[src/rtl/inst_loader.sv]
// Boot-time instruction RAM loader: streams bytes into RAM, reads the image back,
// checks it against a trailing 32-bit checksum, and holds the CPU in reset while busy.
//
// state  | meaning
// IDLE   | waiting for start
// LOAD   | writing image bytes into RAM, one byte lane per accepted byte
// CSUM   | collecting the 4-byte little-endian checksum trailer
// VERIFY | reading the image back and accumulating the readback sum
// DONE   | image verified, done held until next start
// ERR    | bad length or checksum mismatch, err held until next start
module inst_loader #(
    parameter int DEPTH = 512
) (
    input  logic        clk,
    input  logic        rst_n,
    input  logic        start,
    input  logic [9:0]  len,
    input  logic [7:0]  byte_in,
    input  logic        byte_valid,
    output logic        byte_ready,
    output logic [3:0]  ram_we,
    output logic [31:0] ram_adr,
    output logic [31:0] ram_din,
    input  logic [31:0] ram_dout,
    output logic        busy,
    output logic        cpu_rst_n,
    output logic        done,
    output logic        err
);

    localparam int AW = $clog2(DEPTH);

    localparam logic [2:0] IDLE   = 3'd0;
    localparam logic [2:0] LOAD   = 3'd1;
    localparam logic [2:0] CSUM   = 3'd2;
    localparam logic [2:0] VERIFY = 3'd3;
    localparam logic [2:0] DONE   = 3'd4;
    localparam logic [2:0] ERR    = 3'd5;

    logic [2:0]    state;
    logic [9:0]    len_q;
    logic [9:0]    w;
    logic [9:0]    v_cnt;
    logic [1:0]    j;
    logic [31:0]   csum;
    logic [31:0]   rsum;
    logic [31:0]   rd_q;
    logic [AW-1:0] adr_q;
    logic [3:0]    we_q;
    logic [31:0]   din_q;
    logic          ready_q;
    logic          busy_q;
    logic          done_q;
    logic          err_q;

    logic        xfer;
    logic        len_bad;
    logic [31:0] sum_next;

    assign xfer     = byte_valid && ready_q;
    assign len_bad  = (len == 10'd0) || ({1'b0, len} > 11'(DEPTH));
    assign sum_next = rsum + rd_q;

    always_ff @(posedge clk or negedge rst_n) begin
        if (!rst_n) begin
            state   <= IDLE;
            len_q   <= '0;
            w       <= '0;
            v_cnt   <= '0;
            j       <= '0;
            csum    <= '0;
            rsum    <= '0;
            rd_q    <= '0;
            adr_q   <= '0;
            we_q    <= '0;
            din_q   <= '0;
            ready_q <= 1'b0;
            busy_q  <= 1'b0;
            done_q  <= 1'b0;
            err_q   <= 1'b0;
        end else begin
            we_q <= 4'b0;
            case (state)
                IDLE, DONE, ERR: begin
                    if (start) begin
                        done_q <= 1'b0;
                        if (len_bad) begin
                            state <= ERR;
                            err_q <= 1'b1;
                        end else begin
                            state   <= LOAD;
                            err_q   <= 1'b0;
                            len_q   <= len;
                            w       <= '0;
                            j       <= '0;
                            v_cnt   <= '0;
                            csum    <= '0;
                            rsum    <= '0;
                            rd_q    <= '0;
                            busy_q  <= 1'b1;
                            ready_q <= 1'b1;
                        end
                    end
                end
                LOAD: begin
                    if (xfer) begin
                        we_q  <= 4'b0001 << j;
                        adr_q <= w[AW-1:0];
                        din_q <= {4{byte_in}};
                        j     <= j + 2'd1;
                        if (j == 2'd3) begin
                            w <= w + 10'd1;
                            if (w == len_q - 10'd1) begin
                                state <= CSUM;
                            end
                        end
                    end
                end
                CSUM: begin
                    if (xfer) begin
                        csum[8*j +: 8] <= byte_in;
                        j              <= j + 2'd1;
                        if (j == 2'd3) begin
                            state   <= VERIFY;
                            ready_q <= 1'b0;
                            adr_q   <= '0;
                            v_cnt   <= '0;
                        end
                    end
                end
                VERIFY: begin
                    // v_cnt = k: sample word k (address driven last cycle), add word k-1.
                    v_cnt <= v_cnt + 10'd1;
                    if (v_cnt < len_q) begin
                        rd_q <= ram_dout;
                    end
                    if ((v_cnt + 10'd1) < len_q) begin
                        adr_q <= AW'(v_cnt + 10'd1);
                    end
                    if (v_cnt != 10'd0) begin
                        rsum <= sum_next;
                    end
                    if (v_cnt == len_q) begin
                        busy_q <= 1'b0;
                        if (sum_next == csum) begin
                            state  <= DONE;
                            done_q <= 1'b1;
                        end else begin
                            state <= ERR;
                            err_q <= 1'b1;
                        end
                    end
                end
                default: state <= IDLE;
            endcase
        end
    end

    assign byte_ready = ready_q;
    assign ram_we     = we_q;
    assign ram_adr    = {{(32-AW){1'b0}}, adr_q};
    assign ram_din    = din_q;
    assign busy       = busy_q;
    assign cpu_rst_n  = ~busy_q;
    assign done       = done_q;
    assign err        = err_q;

endmodule

[config.mk]
export PLATFORM = sky130hd
export DESIGN_NAME = inst_loader
export DESIGN_NICKNAME = d
export VERILOG_FILES = /design/src/rtl/inst_loader.sv
export SDC_FILE = /design/constraint.sdc
export NUM_CORES = 1
export LEC_CHECK = 0
export BUFFER_PORTS_ARGS = -buffer_cell sky130_fd_sc_hd__buf_2
export CAP_MARGIN = 20
export CORE_MARGIN = 8
export CORE_UTILIZATION = 35
export CTS_CLUSTER_DIAMETER = 50
export DETAILED_ROUTE_END_ITERATION = 6
export PLACE_DENSITY = 0.57
export SYNTH_ARGS = -nofsm -noshare
export SYNTH_HDL_FRONTEND = slang
export SYNTH_SLANG_ARGS = --single-unit
[constraint.sdc]
create_clock -name clk -period 9.33 [get_ports clk]
set_clock_uncertainty 0.05 [all_clocks]
set_input_delay 0.933 -clock clk [delete_from_list [all_inputs] [get_ports clk]]
set_output_delay 0.933 -clock clk [all_outputs]
set_load 0.01 [all_outputs]
==> results.json, run 1 <==
{
  "core_area_um2": 30600,
  "place_congestion": 0.883,
  "leakage_nw": 5.90,
  "setup_viol": 0,
  "hold_depth": 2,
  "hp-class": "reg2reg",
  "antenna_cells": 0,
  "design_area_um2": 12000,
  "fp.dieH_um": 192,
  "synth_cells": 1257,
  "rows": 64,
  "finalMaxSlewViolations": 0,
  "clk_pin_slew_worst_paths_ps": 70,
  "viasPerCell": 5.30,
  "drc": 0,
  "synth_edf_count": 0,
  "maxSlewHeadroom_pct": 31.5,
  "met3_usage_pct": 2.51,
  "drv_cap": 0,
  "clock_sinks": 156,
  "synth_warnings": 0,
  "cts.path.max_buffers": 2,
  "synthFlopType": "dfrtp_1",
  "drt-pass1-iter-count": 5,
  "ys_types": 84,
  "postSynthRegisterBits": 156,
  "final_nets": 1422,
  "synth-simple-area-share_pct": 19.8,
  "r2r-end": "err$_DFFE_PN0P_",
  "utilization_pct": 39.4,
  "grt_pass1_wl_um": 48900,
  "timing.final.crit_period_ps": 4150,
  "async_flop_share_pct": 100,
  "r2r-start": "rsum[0]$_DFFE_PN0P_",
  "dp_hpwl_um": 22400,
  "numPortBuffers": 103,
  "drt_iter0_drc": 599,
  "reg2reg_slack_ps": 5180,
  "cts_tree": "yes",
  "grt_max_degree": 91,
  "worst_slew_pin_slew_ps": 1020,
  "cts_made_buffers": 17,
  "post_cts_buffers": 0,
  "synth_compound_area_share_pct": 17.6,
  "synth_top_family_by_area": "simple AND/OR/NAND/NOR gates",
  "crit_path_end_kind": "register",
  "wl_per_cell_um": 17.4,
  "cts_resized": 0,
  "hold_start": "rsum[5]$_DFFE_PN0P_",
  "clk_latency_ps": 430,
  "cp.arrival_ps": 4360,
  "crit_fanout": 4,
  "grt-ovfl-total": 0,
  "final_common_cell": "nand2_1",
  "ir_drop_mv": 0.149,
  "antenna_found_initial": 0,
  "ios": 127,
  "num_vias": 9085,
  "fin_crit_sh_pct": 44.4,
  "top_usage_layer": "met2",
  "die_w_um": 192,
  "ys_seq_area_share_pct": 35.9,
  "synth-xor-area-share_pct": 7.43,
  "initial_utilization_pct": 35.6,
  "cellPowerDensity_nw_per_um2": 276,
  "final.setup.tns_ps": 0,
  "synthAdderAreaFrac_pct": 7.20,
  "fillerInstances": 3116,
  "design.die.area_um2": 37000,
  "grt_setup_unrepaired": "no",
  "synth.avg_cell_area_um2": 8.66,
  "grtUsageTotal_pct": 16.4,
  "crit_required_ps": 9550,
  "hold_buffers": 0,
  "cp-start-kind": "register",
  "grtUsageMet1_pct": 23.3,
  "ant_nets": 0,
  "hold_viol": 0,
  "synthMuxAreaShare_pct": 4.27,
  "final_cell_mix": "177 x nand2_1, 156 x dfrtp_1, 103 x buf_2",
  "root_buffer": "clkbuf_16",
  "syn_to_final_growth_pct": 10.7,
  "place_area_um2": 11500,
  "worst-setup-path-type": "reg2reg",
  "holdPathEnd": "rsum[5]$_DFFE_PN0P_",
  "met2_usage_pct": 26.0,
  "max_freq_mhz": 241,
  "rr_worst_depth": 13,
  "grt_pass1_vias": 9134,
  "outcome": "completed",
  "drive_above_1_share_pct": 13.5,
  "drt-total-wl_um": 29800,
  "cts_max_level": 4,
  "synth_area_um2": 10900
}
per-layer routing:
| layer | wire (um) | vias to the layer above |
|---|---|---|
| li1 | - | 4448 |
| met1 | 14800 | 4414 |
| met2 | 13700 | 203 |
| met3 | 1080 | 20 |
| met4 | 267 | 0 |
| met5 | 0 | - |
synthesized netlist by cell type (5+ instances only):
cell type / n / area share [%]
dfrtp_1: 156 / 36
a31oi_1: 9 / 0.52
inv_1: 68 / 2.3
nand4_1: 18 / 1.0
nor2b_1: 13 / 0.75
and3_1: 10 / 0.57
a21o_1: 16 / 1.1
o211ai_1: 5 / 0.34
o21a_1: 17 / 1.2
a22o_1: 19 / 1.5
a211oi_1: 9 / 0.62
nor2_1: 69 / 2.4
o31ai_1: 14 / 0.97
buf_2: 6 / 0.28
nand2_1: 177 / 6.1
clkbuf_1: 47 / 1.6
nor3b_1: 5 / 0.34
o21ai_0: 75 / 3.4
buf_4: 47 / 3.2
xnor2_1: 56 / 4.5
nor4_1: 14 / 0.80
mux2i_1: 43 / 4.0
ha_1: 61 / 7.0
nand2b_1: 13 / 0.75
nand3_1: 70 / 3.2
nor3_1: 24 / 1.1
xor2_1: 31 / 2.5
and2_1: 13 / 0.75
a21oi_1: 61 / 2.8
power breakdown:
part           internal (mW)  leakage [nW]  total [mW]  switching, mW
combinational          0.669          3.51        1.70           1.03
clock                  0.357         0.282       0.689          0.332
sequential             0.811          2.11       0.939          0.128
total                   1.84          5.90        3.33           1.49
kinds of logic after synthesis:
kind of cell	Yosys count
adders and majority gates	62
and+or+nand+nor	450
other	1
xor gates and xnor gates	89
DFF	156
AOI/OAI and AO/OA	280
muxes	46
buffers and inverters	173
metrics by stage:
stage / total power, mW / instances / setup WS (ps) / hold WS, ps
after floorplan: 2.23 / 1279 / 5980 / 400
after global placement: 2.65 / 1681 / 5330 / 417
after detailed placement: 2.67 / 1682 / 5250 / 425
after CTS: 3.37 / 1714 / 5210 / 444
after global routing: 3.59 / 1715 / 4950 / 462
final: 3.33 / 1715 / 5180 / 436
how the worst max path moves through the flow:
stage                     cells past startpoint  slack, ps                start         endpoint
after global placement                       13       5330  rsum[0]$_DFFE_PN0P_  err$_DFFE_PN0P_
after floorplan                              13       5980  rsum[0]$_DFFE_PN0P_  err$_DFFE_PN0P_
after global routing                         13       4950  rsum[0]$_DFFE_PN0P_  err$_DFFE_PN0P_
after detailed placement                     13       5250  rsum[0]$_DFFE_PN0P_  err$_DFFE_PN0P_
final                                        13       5180  rsum[0]$_DFFE_PN0P_  err$_DFFE_PN0P_
after CTS                                    13       5210  rsum[0]$_DFFE_PN0P_  err$_DFFE_PN0P_
critical path, stage by stage (launching register included):
cell and delay, ps:
dfrtp_1 350, ha_1 240, inv_1 80, fa_1 400, nand2b_1 210, a211oi_1 520, nor4b_2 160, nor2_1 290
a41oi_1 260, o311ai_1 520, xnor2_1 190, nand4_1 160, nor4b_4 440, a211oi_1 120
registers in the layout (all words and copies together) (netlist names), 2 cells and up:
signal and flops:
v_cnt 10, rd_q 32, adr_q 9, w 10, j 2, rsum 32
ram_din 8, state 3, ram_we 4, csum 32, len_q 10
layout make-up:
type	count	area, um^2	share of cell area (%)
Inverter	68	255	2.12
Tap cell	396	495	4.11
Clock inverter	15	141	1.17
Timing Repair Buffer	113	592	4.91
Multi-Input combinational cell	950	6230	51.7
Clock buffer	17	425	3.53
Sequential cell	156	3900	32.4
Note: power is estimated with default switching activity, not from simulation.
==> run 2, diff against run 1 <==
==> constraint.sdc (replaced) <==
create_clock -name clk -period 4.15 [get_ports clk]
set_clock_uncertainty 0.05 [all_clocks]
set_input_delay 0.415 -clock clk [delete_from_list [all_inputs] [get_ports clk]]
set_output_delay 0.415 -clock clk [all_outputs]
set_load 0.01 [all_outputs]
==> results.json, run 2 (synthesis results as in run 1) <==
{
  "reg2reg_slack_ps": 320,
  "ios": 127,
  "grt_setup_unrepaired": "no",
  "setup_viol": 0,
  "drt_iter0_drc": 608,
  "crit_fanout": 4,
  "critPathBufInv": 2,
  "grt_max_degree": 96,
  "design.die.area_um2": 37000,
  "cpMostUsedCell": "a211oi_1",
  "rr_worst_depth": 14,
  "hold_viol": 0,
  "place_area_um2": 11600,
  "cp-start-kind": "register",
  "core_area_um2": 30600,
  "grt_pass1_vias": 9146,
  "cts_max_level": 4,
  "final_cell_mix": "177 x nand2_1, 156 x dfrtp_1, 102 x buf_2",
  "max_freq_mhz": 261,
  "final.setup.tns_ps": 0,
  "drt-total-wl_um": 30000,
  "clk_latency_ps": 450,
  "crit_path_end_kind": "register",
  "antenna_found_initial": 1,
  "ir_drop_mv": 0.490,
  "hold_buffers": 0,
  "place_congestion": 0.902,
  "path_delay_family": "compound AO/OA/AOI/OAI gates",
  "drt-pass1-iter-count": 4,
  "finalMaxSlewViolations": 0,
  "cts_resized": 0,
  "fin_crit_sh_pct": 92.3,
  "drive_above_1_share_pct": 14.1,
  "power.total_mw": 7.61,
  "cp.arrival_ps": 4070,
  "drv_cap": 0,
  "clock_sinks": 156,
  "initial_utilization_pct": 35.6,
  "timing.final.crit_period_ps": 3830,
  "antenna_cells": 0,
  "final_common_cell": "nand2_1",
  "wl_per_cell_um": 17.4,
  "rows": 64,
  "root_buffer": "clkbuf_16",
  "syn_to_final_growth_pct": 11.9,
  "clk_pin_slew_worst_paths_ps": 80,
  "hp-class": "in2async",
  "crit_path_top_delay_cell": "o311ai_1",
  "leakage_nw": 5.97,
  "final_nets": 1432,
  "grt-ovfl-total": 0,
  "post_cts_buffers": 0,
  "grtUsageTotal_pct": 16.6,
  "crit_path_cell_trace": "ha_1 -> inv_1 -> fa_1 -> nand2b_1 -> a211oi_1 -> buf_4 -> nor4b_2 -> nor2_1 -> a41oi_1 -> o311ai_1 -> xnor2_1 -> nand4_1 -> nor4b_4 -> a211oi_1",
  "grt_pass1_wl_um": 49100,
  "crit_required_ps": 4390,
  "largestRegisters": "csum (32), rd_q (32), rsum (32)",
  "viasPerCell": 5.20,
  "ant_nets": 0,
  "cpPeakStageDelay_ps": 510,
  "numPortBuffers": 103,
  "cellPowerDensity_nw_per_um2": 624,
  "num_vias": 8978,
  "cts_made_buffers": 17,
  "outcome": "completed",
  "dp_hpwl_um": 22800,
  "drc": 0,
  "worst-setup-path-type": "reg2reg",
  "maxSlewHeadroom_pct": 35.6,
  "fp.dieH_um": 192,
  "cts.path.max_buffers": 2,
  "die_w_um": 192,
  "worst_slew_pin_slew_ps": 965,
  "r2r-start": "rsum[0]$_DFFE_PN0P_",
  "r2r-end": "err$_DFFE_PN0P_",
  "cts_tree": "yes",
  "design_area_um2": 12200
}
## run 2: cell types whose count changed in the layout (fill, tap and decap cells not counted), sizes merged
| cell | previous run | this run |
|---|---|---|
| clkinvlp | 1 | 2 |
| buf | 112 | 123 |
| inv | 81 | 77 |
| bufinv | 0 | 2 |
## run 2: power breakdown
part	internal (mW)	switching [mW]
clock network	0.926	0.714
logic	1.53	2.33
registers	1.83	0.283
## run 2: through the flow
| stage | setup slack [ps] | util [%] | hold WS, ps | cells |
|---|---|---|---|---|
| 2_1_floorplan | 795 | - | 69.4 | 1279 |
| 3_3_place_gp | 405 | 37.8 | 415 | 1693 |
| 3_5_place_dp | 362 | 37.8 | 423 | 1693 |
| 4_1_cts | 343 | 39.8 | 47.7 | 1725 |
| 5_1_grt | 90.8 | 39.8 | 101 | 1725 |
| 6_report | 320 | 39.8 | 32.8 | 1725 |
## run 2: area by class of cell
cell class              instances  area, um^2
flip-flops and latches        156        3900
repair buffers                123         684
inverters                      68         255
well taps                     396         495
fillers                      3129       18400
multi-input cells             950        6230
clock buffers                  18         439
clock inverters                14         170
## run 2: worst max-delay path by stage
stage | start | end | slack, ps | depth (start not counted)
after CTS | rd_q[0]$_DFFE_PN0P_ | err$_DFFE_PN0P_ | 340 | 12
after global routing | rd_q[0]$_DFFE_PN0P_ | err$_DFFE_PN0P_ | 90 | 14
after floorplan | rsum[0]$_DFFE_PN0P_ | err$_DFFE_PN0P_ | 800 | 13
final | rsum[0]$_DFFE_PN0P_ | err$_DFFE_PN0P_ | 320 | 14
after detailed placement | rsum[0]$_DFFE_PN0P_ | err$_DFFE_PN0P_ | 360 | 12
after global placement | rsum[0]$_DFFE_PN0P_ | err$_DFFE_PN0P_ | 400 | 14
## run 2: worst register-to-register path: stages (launching register included)
cell      delay, ps
dfrtp_1         350
ha_1            240
inv_1            70
fa_1            410
nand2b_1        200
a211oi_1        220
buf_4           160
nor4b_2          60
nor2_1          180
a41oi_1         250
o311ai_1        510
xnor2_1         180
nand4_1         200
nor4b_4         460
a211oi_1        130
## run 2: metal layers
layer / vias up / global-route usage [%] / routed length, um
li1: 4471 / - / -
met1: 4309 / 23.0 / 14600
met2: 172 / 25.9 / 13800
met3: 24 / 3.60 / 1260
met4: 2 / 4.35 / 423
met5: - / 0 / 8
